File: src/rtl/ami_pkg.sv
// Shared types for the ami DMA command path: the command record carried by
// each output slot and the default requester count.
package ami_pkg;

    localparam int NREQ_DEF = 4;
    localparam int SRC_W    = 8;

    // src is sized for the largest supported requester count; unused upper
    // bits are always zero.
    typedef struct packed {
        logic [31:0]      sa;
        logic [31:0]      len;
        logic [SRC_W-1:0] src;
    } cmd_t;

endpackage

File: src/rtl/rr_arb.sv
// Round-robin arbiter: first set bit of elig_i searching upward from ptr_i,
// wrapping modulo N. Purely combinational; the caller owns the pointer.
module rr_arb #(
    parameter int N  = 4,
    parameter int IW = $clog2(N)
) (
    input  logic [N-1:0]  elig_i,
    input  logic [IW-1:0] ptr_i,
    output logic [N-1:0]  grant_o,
    output logic [IW-1:0] win_o,
    output logic          any_o
);

    logic          found;
    logic [IW-1:0] idx;

    always_comb begin
        grant_o = '0;
        win_o   = '0;
        found   = 1'b0;
        idx     = '0;
        for (int k = 0; k < N; k++) begin
            idx = IW'((int'(ptr_i) + k) % N);
            if (!found && elig_i[idx]) begin
                found        = 1'b1;
                grant_o[idx] = 1'b1;
                win_o        = idx;
            end
        end
        any_o = found;
    end

endmodule

File: src/rtl/ami_dma_sched.sv
// Schedules DMA commands from NREQ requesters into one write and one read
// command slot toward ami, round-robin, one acceptance per cycle.
module ami_dma_sched
    import ami_pkg::*;
#(
    parameter int NREQ = NREQ_DEF,
    parameter int IDW  = $clog2(NREQ)
) (
    input  logic                 clk,
    input  logic                 reset,
    input  logic [NREQ-1:0]      req_valid,
    output logic [NREQ-1:0]      req_ready,
    input  logic [NREQ-1:0]      req_wr,
    input  logic [NREQ*32-1:0]   req_sa,
    input  logic [NREQ*32-1:0]   req_len,
    output logic                 cfg_dmaw_valid,
    input  logic                 cfg_dmaw_ready,
    output logic [31:0]          cfg_dmaw_sa,
    output logic [31:0]          cfg_dmaw_len,
    output logic [IDW-1:0]       cfg_dmaw_src,
    output logic                 cfg_dmar_valid,
    input  logic                 cfg_dmar_ready,
    output logic [31:0]          cfg_dmar_sa,
    output logic [31:0]          cfg_dmar_len,
    output logic [IDW-1:0]       cfg_dmar_src,
    output logic                 zlen_drop,
    output logic                 idle
);

    logic [31:0]     sa_a  [NREQ];
    logic [31:0]     len_a [NREQ];
    logic [NREQ-1:0] zlen;
    logic [NREQ-1:0] elig;
    logic [NREQ-1:0] grant;
    logic [IDW-1:0]  win_idx;
    logic            win_any;
    logic            w_free, r_free;
    logic            win_w, win_r, win_z;
    cmd_t            win_cmd;

    logic            w_vld_q, w_vld_d, r_vld_q, r_vld_d;
    cmd_t            w_cmd_q, w_cmd_d, r_cmd_q, r_cmd_d;
    logic [IDW-1:0]  ptr_q, ptr_d;
    logic            zlen_q, zlen_d;

    always_comb begin
        for (int i = 0; i < NREQ; i++) begin
            sa_a[i]  = req_sa[i*32 +: 32];
            len_a[i] = req_len[i*32 +: 32];
            zlen[i]  = (req_len[i*32 +: 32] == 32'd0);
        end
    end

    // A slot can take a new command this cycle if empty or draining now.
    assign w_free = !w_vld_q || cfg_dmaw_ready;
    assign r_free = !r_vld_q || cfg_dmar_ready;

    // Zero-length commands never occupy a slot, so they bypass the free check.
    always_comb begin
        elig = '0;
        for (int i = 0; i < NREQ; i++) begin
            elig[i] = !reset && req_valid[i] &&
                      (zlen[i] || (req_wr[i] ? w_free : r_free));
        end
    end

    rr_arb #(
        .N  (NREQ),
        .IW (IDW)
    ) u_arb (
        .elig_i  (elig),
        .ptr_i   (ptr_q),
        .grant_o (grant),
        .win_o   (win_idx),
        .any_o   (win_any)
    );

    assign req_ready = grant;

    always_comb begin
        win_cmd.sa  = sa_a[win_idx];
        win_cmd.len = len_a[win_idx];
        win_cmd.src = SRC_W'(win_idx);
        win_z       = win_any && zlen[win_idx];
        win_w       = win_any && !zlen[win_idx] && req_wr[win_idx];
        win_r       = win_any && !zlen[win_idx] && !req_wr[win_idx];
    end

    // Handshake-out clears first; a same-cycle reload then overrides it.
    always_comb begin
        w_vld_d = w_vld_q;
        w_cmd_d = w_cmd_q;
        r_vld_d = r_vld_q;
        r_cmd_d = r_cmd_q;
        if (cfg_dmaw_valid && cfg_dmaw_ready) w_vld_d = 1'b0;
        if (cfg_dmar_valid && cfg_dmar_ready) r_vld_d = 1'b0;
        if (win_w) begin
            w_vld_d = 1'b1;
            w_cmd_d = win_cmd;
        end
        if (win_r) begin
            r_vld_d = 1'b1;
            r_cmd_d = win_cmd;
        end
    end

    always_comb begin
        ptr_d = ptr_q;
        if (win_any) begin
            ptr_d = (win_idx == IDW'(NREQ-1)) ? '0 : win_idx + IDW'(1);
        end
        zlen_d = win_z;
    end

    always_ff @(posedge clk) begin
        if (reset) begin
            w_vld_q <= 1'b0;
            r_vld_q <= 1'b0;
            w_cmd_q <= '0;
            r_cmd_q <= '0;
            ptr_q   <= '0;
            zlen_q  <= 1'b0;
        end else begin
            w_vld_q <= w_vld_d;
            r_vld_q <= r_vld_d;
            w_cmd_q <= w_cmd_d;
            r_cmd_q <= r_cmd_d;
            ptr_q   <= ptr_d;
            zlen_q  <= zlen_d;
        end
    end

    assign cfg_dmaw_valid = w_vld_q;
    assign cfg_dmaw_sa    = w_cmd_q.sa;
    assign cfg_dmaw_len   = w_cmd_q.len;
    assign cfg_dmaw_src   = w_cmd_q.src[IDW-1:0];
    assign cfg_dmar_valid = r_vld_q;
    assign cfg_dmar_sa    = r_cmd_q.sa;
    assign cfg_dmar_len   = r_cmd_q.len;
    assign cfg_dmar_src   = r_cmd_q.src[IDW-1:0];
    assign zlen_drop      = zlen_q;
    assign idle           = !w_vld_q && !r_vld_q && (req_valid == '0);

    // Upper src bits are always zero; folded here so they count as read.
    logic unused_src;
    assign unused_src = ^{w_cmd_q.src, r_cmd_q.src};

endmodule

File: config.mk
export PLATFORM = sky130hd
export DESIGN_NAME = ami_dma_sched
export DESIGN_NICKNAME = d
export VERILOG_FILES = /design/src/rtl/ami_pkg.sv /design/src/rtl/rr_arb.sv /design/src/rtl/ami_dma_sched.sv
export SDC_FILE = /design/constraint.sdc
export NUM_CORES = 1
export LEC_CHECK = 0
export ABC_AREA = 1
export CORE_ASPECT_RATIO = 1.25
export CORE_UTILIZATION = 30
export CTS_BUF_LIST = sky130_fd_sc_hd__clkbuf_8
export DETAILED_ROUTE_END_ITERATION = 7
export DONT_BUFFER_PORTS = 1
export GPL_TIMING_DRIVEN = 0
export SLEW_MARGIN = 20
export SYNTH_ARGS = -nofsm -noshare
export SYNTH_HDL_FRONTEND = slang
export SYNTH_HIERARCHICAL = 1
export SYNTH_SLANG_ARGS = --single-unit
File: constraint.sdc
create_clock -name clk -period 5 [get_ports clk]
set_input_delay 1 -clock clk [delete_from_list [all_inputs] [get_ports clk]]
set_output_delay 1 -clock clk [all_outputs]
set_load 0.005 [all_outputs]
# After elaboration in Yosys (flattened, before gate mapping)
# Cells that the tools add are included.
# word_totals
register_bits,137
out_inout_bits,140
wordCells,120
# op_classes
eq_ne,1
n_bitwise,4
order_cmp,10
add_sub_neg,4
muxes,47
reduce_logical,44
# ops
op,count
$bmux 32 s2,2
$logic_not 32->1,4
$mux 32,4
$logic_and 1x1->1,23
$mux 1,22
$mux 4,4
$lt 2x3->1 const B,5
$bmux 1 s2,6
$or 4x4->4,3
$mux 2,5
$demux 1 s2,4
$ge 2x1->1 const B,4
$logic_not 1->1,8
$logic_or 1x1->1,6
$add 2x1->2 const B,2
$add 2x2->2 const B,2
$logic_not 4->1,1
$reduce_bool 2->1,2
$ge 3x3->1 const B,1
$not 2->3,1
$eq 2x2->1 const B,1

# Longest topological paths before layout
# logic_depth
depth_word,23
ltp_mapped,26

# Hierarchy
# The synthesis kept the hierarchy.
# by_module_without_submodules
mod,seq_area_each_um2,area_per_inst_um2,n_inst,cells_per_inst
ami_dma_sched,2742.6,8129.0,1,1410
rr_arb,0.0,440.4,1,74

# Worst setup path after synthesis
# OpenSTA, ideal clock, no wires.
# synth_path
path_kind,input port to flip-flop
start,in req_len[97]
end,"reg r_cmd_q, in the netlist cfg_dmar_sa[18]"
t_required_ns,4.887
setup_ns,0.113
cell_stages,24
n_path_buf,3
slack_ns,1.240
arrival_time_ns,3.647
cell_sequence,nor2_1 -> nand2_1 -> nor2_1 -> nand2_1 -> nor2_1 -> a211oi_1 -> nor3_1 -> inv_1 -> nand2_1 -> nand2_1 -> nand2_1 -> nand2_2 -> inv_1 -> nand3_1 -> nand3_1 -> buf_2 -> inv_2 -> or2_1 -> a32oi_2 -> nand3_2 -> buf_6 -> buf_2 -> nor2_1 -> nor2_1
# synth_lines
item,line_no,text
"start, declared",ami_dma_sched.sv:15,"input logic [NREQ*32-1:0] req_len,"
"end signal, assigned",ami_dma_sched.sv:127,r_cmd_q <= r_cmd_d;
"end, declared",ami_dma_sched.sv:42,"cmd_t w_cmd_q, w_cmd_d, r_cmd_q, r_cmd_d;"

==> impl_results.md <==
- Fmax: 0.2146 GHz
- Detail Route Antenna Nets: 0
- Crit-path slowest cell: clkbuf_1
- GR Util met3: 5.894%
- Gr busiest metal: met2
- CP Launch Type: primary input
- Nets: 1776
- Clk slew on worst S/H paths: 100 ps
- Clock Latency Late Sink: 470 ps
- Core area: 27820 µm²
- Minimum clock period: 4661 ps
- Maximum Capacitance Violations: 0
- Max clock buf depth: 2
- TritonRoute pass-1 iters: 6
- CTS tree: done
- Post-DP HPWL: 30480 µm
- Final setup violating endpoints: 0
- Post-cts resize count: 0
- Critical path, cell by cell: nor2_1, nand2_1, nor2_1, nand2_1, nor2_1, a211oi_1, nor3_1, inv_1, nand2_1, nand3_4, nand2_4, nor2_1, a21oi_1, nand3_1, buf_2, inv_2, buf_2, clkbuf_1, nand2_1, a32o_1, nand4_1, nand2_1, nor2_1
- Clk_skew: 16.74 ps
- Finished Layout Cells: 1865
- Synth Area in Simple Gates: 40.17%
- Via count: 9625
- 1st-iter DRT viols: 727
- Grt met1 use: 31.31%
- Period utilization: 93.22%
- Largest family of logic cells by synthesized area: simple AND/OR/NAND/NOR gates
- Average size of a mapped cell: 5.775 µm²
- Placed cell count: 1834
- Tightest Hold Check Type: reg2reg
- Crit. End Element: register
- I/O Pins: 408
- Cts bufs inserted: 17
- Mux contribution to synthesized area: 0%
- RSZ-0062 raised after global routing: no
- Postcts setup bufs: 0
- Most common cell after layout, fill and taps aside: nor2_1
- First-pass GRT wire length: 57060 µm
- Req. time, crit path: 5400 ps
- PortBufs: 0
- Post-Synth Adder-Cell Area: 0.8760%
- Final hold viol count: 0
- Placer's final routability congestion estimate: 0.9647
- Row cnt: 68
- Synth warn: 6
- Most frequent cells in the layout: nor2_1 (442), nand2_1 (356), inv_1 (176)
- Arr. time, crit path: 5060 ps
- Post-synthesis xor/xnor area fraction: 0%
- GR Overflow Total: 0
- Slew Limit Headroom: 25.18%
- WL final: 40130 µm
- Critical path's largest stage delay: 780 ps
- Initial Util: 30.80%
- Vias in the first global route: 8852
- Tightest Pin Transition: 1122 ps
- Synth unique cells: 27
- All-layer global routing usage: 27.00%
- R2R setup slack: 680 ps
- Final worst slack: 339.2 ps
- Die H: 191.0 µm
- Die W: 153.2 µm
- Remaining DRCs: 0
- Vias per inst: 5.161
- Compound-Gate Fraction of Synth Area: 13.58%
- Met2 Track Usage GR: 47.79%
- CTS HTree Levels: 4
- Mapped Nets: 1758
- Die area: 29250 µm²
- Pin count of the biggest net entering global routing: 17
- Layout area overhead: 9.899%
- Post-Syn Instances: 1484
- Sequential area share after synthesis: 32.00%
- Clock Sinks: 137
- Status: complete, no violations
- Layout cells sized above 1: 5.680%
- Post-synthesis cell area: 8569 µm²
- Pre-CTS WS: -380.5 ps
- Antenna violations before repair: 1
- Crit path max fanout: 10
- CTS root buffer: clkbuf_8
- CTS Hold Bufs: 0
- FF+latch count, synth: 137
- WL/cell: 21.52 µm
- Fin. max-slew vios: 0
- WS Path Type: in2reg
-- registers in the layout, indices dropped and copies added (netlist names), 2 cells and up --
register      count
cfg_dmar_len     32
ptr_q             2
cfg_dmaw_src      2
cfg_dmaw_len     32
cfg_dmar_src      2
cfg_dmar_sa      32
cfg_dmaw_sa      32
-- through the flow --
stage / hold slack, ps / setup TNS, ps / util, % / area (µm²)
5_1_grt: 570.0 / 0 / 33.85 / 9418
3_3_place_gp: 522.7 / -9333 / 32.38 / 9007
4_1_cts: 536.9 / 0 / 33.84 / 9414
6_report: 534.6 / 0 / 33.85 / 9418
3_5_place_dp: 521.6 / -15450 / 32.38 / 9007
2_1_floorplan: 502.7 / 0 / - / 8569
-- final timing paths --
kind                                               startpoint                            end  depth (start not counted)
worst min register to register  cfg_dmaw_len[19]$_SDFFE_PP0P_  cfg_dmaw_len[19]$_SDFFE_PP0P_                          4
worst max-delay path                             req_len[117]   cfg_dmar_sa[25]$_SDFFE_PP0P_                         23
worst max register to register    cfg_dmar_valid$_SDFFE_PP0P_   cfg_dmar_sa[21]$_SDFFE_PP0P_                         20
worst min-delay path            cfg_dmaw_len[19]$_SDFFE_PP0P_  cfg_dmaw_len[19]$_SDFFE_PP0P_                          4
-- kinds of logic after synthesis --
family | count (synthesis)
and+or+nand+nor | 869
buffers and inverters | 271
AOI/OAI and AO/OA | 201
DFF | 137
adders and majority gates | 6
-- worst max-delay path, delay by kind of cell --
kind	cells	cell delay, ps
and+or+nand+nor	15	2020
buffers and inverters	5	1510
AOI/OAI and AO/OA	3	530
-- metal layers --
metal  up-vias  wire, µm
met4         0      1586
met1      4397     15530
li1       4622         -
met5         -         0
met3        98      3382
met2       508     19630
-- Yosys cell counts, drive strengths merged --
master,instances,area share (%)
nor2,443,19
a32oi,1,0.19
o22ai,51,3.7
ha,6,0.88
nand4,30,2.2
inv,179,7.8
clkbuf,47,2.1
a21oi,21,1.2
buf,45,3.5
nand3,21,1.5
nor3,7,0.41
nand2,365,16
o22a,2,0.20
o21ai,107,6.2
or2,3,0.22
a21boi,4,0.35
a32o,11,1.3
dfxtp,137,32
a211oi,4,0.35
-- area by class of cell --
cell class | instances | area (µm²)
clock inverters | 14 | 172.7
well taps | 350 | 437.9
clock buffers | 17 | 234.0
fillers | 3146 | 18400
inverters | 179 | 671.9
plain buffers | 91 | 475.5
flip-flops and latches | 137 | 2743
multi-input cells | 1076 | 4681
diodes | 1 | 2.502
Power is not shown: default switching activity piles up to over one toggle a cycle in this logic, so the estimate is an artifact.
